==> src/rtl/sqrt_chain_seq.sv <==
// Sequencer for the BCD->binary->sqrt->BCD chain: validates the captured operand, pulses each stage start
// in turn and holds the last good result. ce->st_bin 2 cycles, st_dec->done DEC_CYC+1; ce ignored while busy.
module sqrt_chain_seq #(
   parameter int TMO     = 1023,
   parameter int DEC_CYC = 40
) (
   input  logic        clk,
   input  logic        rst,
   input  logic        ce,
   input  logic        force_run,
   input  logic [31:0] X_in,
   output logic [31:0] X_cap,
   output logic        st_bin,
   input  logic        ok_bin,
   output logic        st_sqrt,
   input  logic        ok_sqrt,
   output logic        st_dec,
   input  logic [31:0] dec_in,
   output logic [31:0] Y,
   output logic        busy,
   output logic        done,
   output logic [1:0]  err
);

   typedef enum logic [2:0] {S_IDLE, S_CHK, S_BIN, S_SQRT, S_DEC, S_FIN} state_t;

   localparam logic [9:0] TMO_V    = 10'(TMO);
   localparam logic [9:0] DEC_LAST = 10'(DEC_CYC - 1);
   localparam logic [9:0] TMR_MAX  = 10'h3FF;

   state_t      state_q, state_d;
   logic [9:0]  timer_q, timer_d;
   logic [31:0] x_cap_q, x_cap_d;
   logic [31:0] prev_q, prev_d;
   logic [31:0] y_q, y_d;
   logic [1:0]  err_q, err_d;
   logic        st_bin_q, st_bin_d;
   logic        st_sqrt_q, st_sqrt_d;
   logic        st_dec_q, st_dec_d;
   logic        busy_q, busy_d;
   logic        done_q, done_d;

   function automatic logic bcd_valid(input logic [31:0] v);
      logic ok;
      ok = 1'b1;
      for (int i = 0; i < 8; i++) begin
         if (v[4*i +: 4] > 4'd9) ok = 1'b0;
      end
      return ok;
   endfunction

   always_comb begin
      state_d   = state_q;
      x_cap_d   = x_cap_q;
      prev_d    = prev_q;
      y_d       = y_q;
      err_d     = err_q;
      st_bin_d  = 1'b0;
      st_sqrt_d = 1'b0;
      st_dec_d  = 1'b0;
      done_d    = 1'b0;
      timer_d   = (timer_q == TMR_MAX) ? timer_q : timer_q + 10'd1;
      case (state_q)
         S_IDLE: begin
            timer_d = '0;
            if (ce && ((X_in != prev_q) || force_run)) begin
               x_cap_d = X_in;
               prev_d  = X_in;
               state_d = S_CHK;
            end
         end
         S_CHK: begin
            timer_d = '0;
            if (!bcd_valid(x_cap_q)) begin
               err_d   = 2'b01;
               state_d = S_IDLE;
            end else begin
               st_bin_d = 1'b1;
               state_d  = S_BIN;
            end
         end
         // An ok arriving on the very cycle the timer reaches TMO still wins.
         S_BIN: begin
            if (ok_bin) begin
               st_sqrt_d = 1'b1;
               timer_d   = '0;
               state_d   = S_SQRT;
            end else if (timer_q >= TMO_V) begin
               err_d   = 2'b10;
               state_d = S_IDLE;
            end
         end
         S_SQRT: begin
            if (ok_sqrt) begin
               st_dec_d = 1'b1;
               timer_d  = '0;
               state_d  = S_DEC;
            end else if (timer_q >= TMO_V) begin
               err_d   = 2'b11;
               state_d = S_IDLE;
            end
         end
         S_DEC: begin
            if (timer_q >= DEC_LAST) state_d = S_FIN;
         end
         S_FIN: begin
            y_d     = dec_in;
            done_d  = 1'b1;
            err_d   = 2'b00;
            state_d = S_IDLE;
         end
         default: state_d = S_IDLE;
      endcase
      busy_d = (state_d != S_IDLE);
   end

   always_ff @(posedge clk or posedge rst) begin
      if (rst) begin
         state_q   <= S_IDLE;
         timer_q   <= '0;
         x_cap_q   <= '0;
         prev_q    <= '0;
         y_q       <= '0;
         err_q     <= 2'b00;
         st_bin_q  <= 1'b0;
         st_sqrt_q <= 1'b0;
         st_dec_q  <= 1'b0;
         busy_q    <= 1'b0;
         done_q    <= 1'b0;
      end else begin
         state_q   <= state_d;
         timer_q   <= timer_d;
         x_cap_q   <= x_cap_d;
         prev_q    <= prev_d;
         y_q       <= y_d;
         err_q     <= err_d;
         st_bin_q  <= st_bin_d;
         st_sqrt_q <= st_sqrt_d;
         st_dec_q  <= st_dec_d;
         busy_q    <= busy_d;
         done_q    <= done_d;
      end
   end

   assign X_cap   = x_cap_q;
   assign st_bin  = st_bin_q;
   assign st_sqrt = st_sqrt_q;
   assign st_dec  = st_dec_q;
   assign Y       = y_q;
   assign busy    = busy_q;
   assign done    = done_q;
   assign err     = err_q;

endmodule

==> config.mk <==
export PLATFORM = sky130hd
export DESIGN_NAME = sqrt_chain_seq
export DESIGN_NICKNAME = d
export VERILOG_FILES = /design/src/rtl/sqrt_chain_seq.sv
export SDC_FILE = /design/constraint.sdc
export NUM_CORES = 1
export LEC_CHECK = 0
export CAP_MARGIN = 20
export CORE_UTILIZATION = 45
export CTS_CLUSTER_SIZE = 12
export DETAILED_ROUTE_END_ITERATION = 12
export PLACE_DENSITY = 0.81
export SLEW_MARGIN = 40
export SYNTH_ARGS = -nofsm -noshare
export SYNTH_HDL_FRONTEND = slang
export SYNTH_SLANG_ARGS = --single-unit
==> constraint.sdc <==
create_clock -name clk -period 9.2 [get_ports clk]
set_clock_uncertainty 0.2 [all_clocks]
set_input_delay 1.84 -clock clk [delete_from_list [all_inputs] [get_ports clk]]
set_output_delay 1.84 -clock clk [all_outputs]
set_load 0.02 [all_outputs]
Yosys cells after proc, flatten, opt, wreduce, memory -nomap -nowiden
Cells that the tools add are included.
{"block": "word_totals", "out_inout_bits": 71, "regBits": 84, "elab_cells": 74, "in_bits": 70}
{"block": "op_classes", "n_reduce_logical": 8, "eq_ne": 12, "add_sub_neg": 1, "n_mux": 33, "order_cmp": 10}
{"operator": "> comparator 4 bit, second input constant", "count": 8}
{"operator": "inequality test 32 bit", "count": 1}
{"operator": "two-way mux 10 bit", "count": 3}
{"operator": "one-hot mux 10 bit (3 select lines)", "count": 1}
{"operator": "two-way mux 1 bit", "count": 16}
{"operator": "two-way mux 3 bit", "count": 5}
{"operator": "one-hot mux 3 bit (5 select lines)", "count": 1}
{"operator": "two-way mux 2 bit", "count": 6}
{"operator": "adder 10 x 1 -> 10 bit, second input constant", "count": 1}
{"operator": "equality test 10 bit, second input constant", "count": 1}
{"operator": "greater-or-equal comparator 10 bit, second input constant", "count": 1}
{"operator": "greater-or-equal comparator 10 x 6 -> 1 bit, second input constant", "count": 1}
{"operator": "inequality test 2 bit, second input constant", "count": 5}
{"operator": "one-hot mux 2 bit (4 select lines)", "count": 1}
{"operator": "equality test 3 x 2 -> 1 bit, second input constant", "count": 2}
{"operator": "equality test 3 bit, second input constant", "count": 2}
{"operator": "AND reduction 6 bit", "count": 1}
{"operator": "nonzero test 4 bit", "count": 1}
{"operator": "equality test 3 x 1 -> 1 bit, second input constant", "count": 1}
{"operator": "logical NOT 3 bit", "count": 1}
{"operator": "nonzero test 3 bit", "count": 1}
{"operator": "AND reduction 2 bit", "count": 1}
{"operator": "OR reduction 2 bit", "count": 1}
{"operator": "logical AND 1 bit", "count": 1}
{"operator": "logical OR 1 bit", "count": 1}

Logic depth before layout (Yosys ltp)
{"block": "logic_depth", "depth_word": 13, "depth_mapped": 7, "depth_no_buf": 6}

Worst setup path before layout
Ideal clock, no wire load.
{"block": "synth_path", "path_type": "input-to-reg", "start": "input X_in[30]", "end": "register prev_q[10]", "arrival_time_ns": 3.412, "t_required_ns": 8.875, "path_stages": 6, "path_buffers": 1, "path_slack_ns": 5.464, "setup_ns": 0.125, "path_cell_list": "xor2_1 -> nor4_1 -> nand4_1 -> o31ai_4 -> buf_6 -> mux2_2"}
{"block": "synth_via", "elab_chain_cells": 4}
{"item": "from (decl)", "line": "11", "source": "input logic [31:0] X_in,"}
{"item": "inequality test 32 bit", "line": "66", "source": "if (ce && ((X_in != prev_q) || force_run)) begin"}
{"item": "logical OR 1 bit", "line": "66"}
{"item": "logical AND 1 bit", "line": "66"}
{"item": "AND reduction 2 bit (no line)"}
{"item": "to (signal assigned)", "line": "134", "source": "prev_q <= prev_d;"}
{"item": "to (decl)", "line": "34", "source": "logic [31:0] prev_q, prev_d;"}
Every way passes these cells.
A chain may end at the register's enable or synchronous reset.

Worst setup path in the final report
{"block": "layout_path", "start": "input X_in[12]", "end": "register prev_q[3]"}
The elaborated chain is that of the path after synthesis.

==> results.sh <==
export IMPL_gp_congestion=0.798
export IMPL_fin_cells=540
export IMPL_drt_pass1_iter_count=4
export IMPL_tritoncts_num_buffers=9
export IMPL_p_clk_share_pct=15.8
export IMPL_fin_crit_sh_pct=49.8
export IMPL_p_switching_uw=697
export IMPL_path_buf_inv=2
export IMPL_num_vias=2788
export IMPL_hold_class="flop to flop"
export IMPL_seq_area_frac_synth_pct=55.9
export IMPL_die_area_sq_mm=0.00873
export IMPL_rows=32
export IMPL_route_detailed_drc=0
export IMPL_placedInstanceArea_sq_mm=0.00527
export IMPL_start_kind="primary input"
export IMPL_cpPeakStageDelay_ns=0.69
export IMPL_slowest_stage="o31ai_4"
export IMPL_crit_arrival_ns=4.62
export IMPL_status="complete, no violations"
export IMPL_ctsHtreeMaxLevel=3
export IMPL_drtIter0Drc=33
export IMPL_power_internal_mw=1.16
export IMPL_grt_pass1_vias=2884
export IMPL_cp_end_kind="flop"
export IMPL_relSlewSlack_pct=52.7
export IMPL_netlist_instances=287
export IMPL_via_per_inst=5.16
export IMPL_holdPathEnd="Y[9]"
export IMPL_synth_edf_count=0
export IMPL_clock_sinks=84
export IMPL_path_cells="clkdlybuf4s50_1 > xor2_1 > nor4_1 > nand4_1 > o31ai_4 > buf_4 > mux2_2"
export IMPL_antenna_found_initial=0
export IMPL_post_cts_resized=0
export IMPL_n_antenna_cell=0
export IMPL_cp_required_ns=9.23
export IMPL_ys_types=36
export IMPL_reg2reg_depth=6
export IMPL_place_hpwl_mm=6.67
export IMPL_cp_top_family="buffers and inverters"
export IMPL_gr_total_overflow=0
export IMPL_power_frac_seq_pct=35.9
export IMPL_grt_max_degree=64
export IMPL_wl_per_cell_um=16.5
export IMPL_yosysWarningCount=0
export IMPL_clk_path_buf_depth=2
export IMPL_start_util_pct=47.7
export IMPL_crit_type="primary input to flop"
export IMPL_setup_violations=0
export IMPL_syn_cell_area_sq_mm=0.00376
export IMPL_ant_nets=0
export IMPL_syn_nets=358
export IMPL_reg2reg_slack_ns=6.13
export IMPL_clock_latency_ns=0.35
export IMPL_core_area_sq_mm=0.00789
export IMPL_final_setup_tns_ns=0
export IMPL_rsz0062_at_grt="false"
export IMPL_fillCellCount=579
export IMPL_worst_pin_slew_ns=0.706
export IMPL_r2r_end="prev_q[3]"
export IMPL_io_pins=141
export IMPL_dpl_cell_count=524
export IMPL_grt_pass1_wl_mm=14.5
export IMPL_dieHeight_um=93.5
export IMPL_irDropWorstVdd_v=0.000200
export IMPL_clock_fmax_mhz=218
export IMPL_die_x_um=93.5
export IMPL_drv_slew=0
export IMPL_p_sw_share_pct=37.6
export IMPL_p_leak_nw=2.30
export IMPL_syn_area_per_cell_sq_um=13.1
export IMPL_comb_power_share_pct=48.3
export IMPL_crit_fanout=15
export IMPL_rr_startpoint="prev_q[12]"
export IMPL_powerDensity_mw_per_mm2=337
export IMPL_root_buffer="clkbuf_8"
export IMPL_areaGrowthSynthToFinish_pct=46.3
export IMPL_ys_dominant_reg_cell="dfrtp_1"
export IMPL_async_flop_share_pct=100
export IMPL_hold_buffers=0
export IMPL_drive_above_1_share_pct=19.9
export IMPL_io_buffer_count=140
export IMPL_holdPathStages=1
export IMPL_fin_area_sq_mm=0.00551
export IMPL_hold_ws_ns=0.310
export IMPL_finalCriticalPeriod_ns=4.58
export IMPL_grt_util_all_layers_pct=21.8
export IMPL_nNetsFinal=504
export IMPL_max_cap_violations=0
export IMPL_ys_seq_elements=84
export IMPL_wirelength_mm=8.91
export IMPL_hold_viol=0
export IMPL_hp_start="Y[9]"
export IMPL_cts_setup_buffers=0
export IMPL_cts_tree="yes"
export IMPL_clk_pin_slew_worst_paths_ns=0.09
## metal layers
metal  up-vias  share of wire (%)  track usage (%)
met3        16                4.7             4.88
met1      1373                 42             27.6
met4         0                2.1             9.10
li1       1319                  -                -
met2        80                 51             36.0
met5         -                  0                0
## worst max path at each step
| stage | from | to | slack, ns | depth (start not counted) |
|---|---|---|---|---|
| floorplan | rst | Y[0] | 4.99 | 1 |
| global placement | X_in[4] | prev_q[4] | 4.31 | 7 |
| detailed placement | X_in[4] | prev_q[7] | 4.28 | 7 |
| CTS | X_in[4] | prev_q[3] | 4.65 | 7 |
| global route | X_in[4] | prev_q[3] | 4.56 | 7 |
| finish | X_in[12] | prev_q[3] | 4.62 | 7 |
## synthesized netlist by cell type, types with 2 or more instances
| cell | number | area (sq um) |
|---|---|---|
| a21oi_1 | 5 | 25.0 |
| xnor2_1 | 6 | 52.6 |
| inv_1 | 4 | 15.0 |
| nor3_1 | 4 | 20.0 |
| xor2_1 | 31 | 272 |
| and3_1 | 2 | 12.5 |
| dfrtp_1 | 84 | 2100 |
| a31oi_1 | 3 | 18.8 |
| nand4_1 | 5 | 31.3 |
| mux2_2 | 62 | 698 |
| nor2_1 | 14 | 52.6 |
| nand2_1 | 6 | 22.5 |
| buf_6 | 2 | 22.5 |
| nand2b_1 | 2 | 12.5 |
| a211o_1 | 2 | 17.5 |
| mux2i_1 | 2 | 20.0 |
| nand3_1 | 8 | 40.0 |
| clkbuf_1 | 3 | 11.3 |
| or3_1 | 3 | 18.8 |
| nor4_1 | 7 | 43.8 |
| o21ai_0 | 13 | 65.1 |
| mux2_1 | 2 | 22.5 |
| buf_2 | 3 | 15.0 |
| o31a_1 | 2 | 17.5 |
## layout make-up
cell class                 count  area (sq um)  share of cell area [%]
clock buffer                   9           124                    2.25
inverter                       4          16.3                   0.295
clock inverter                 7          98.8                    1.80
multi-input combinational    191          1610                    29.2
sequential                    84          2100                    38.2
timing repair buffer         143          1430                    25.9
tap                          102           128                    2.32
## state kept, by name (all words and copies together) (netlist names)
register  count
st_dec        1
err           2
done          1
st_bin        1
busy          1
st_sqrt       1
timer_q      10
Y            32
state_q       3
prev_q       32
## power groups by stage
stage / Combinational (mW) / Sequential, mW / Clock (mW)
6_report: 0.896 / 0.666 / 0.292
5_1_grt: 0.948 / 0.691 / 0.313
4_1_cts: 0.905 / 0.665 / 0.296
3_5_place_dp: 0.900 / 0.670 / 0
3_3_place_gp: 0.887 / 0.662 / 0
2_1_floorplan: 0.322 / 0.825 / 0
## per-stage QoR
step	utilization [%]	power, mW	setup WS (ns)
final	69.8	1.85	4.62
after global routing	69.8	1.95	4.56
after CTS	69.7	1.87	4.65
after detailed placement	66.9	1.57	4.28
after global placement	66.9	1.55	4.31
after floorplan	-	1.15	4.99
## placed cells by master, fill, tap and decap left out, types with 3 or more instances in the layout
cell type	count
o21ai_0	13
dfrtp_1	84
a21oi_1	5
xor2_1	31
or3_1	3
nor2_1	14
xnor2_1	6
nor4_1	7
inv_1	3
nand2_1	6
clkbuf_8	9
mux2_2	62
nor3_1	4
nand4_1	5
nand3_1	8
clkdlybuf4s50_1	140
## cells by family (layout without fill, tap and decap cells)
family	count (synthesis)	after routing	synth area share (%)
AOI/OAI and AO/OA	29	29	5.05
xor gates and xnor gates	37	37	8.61
adders and majority gates	1	1	0.332
buffers and inverters	12	163	1.70
DFF	84	84	55.9
muxes	66	66	19.7
and+or+nand+nor	58	58	8.78
(Power assumes the default switching activity.)
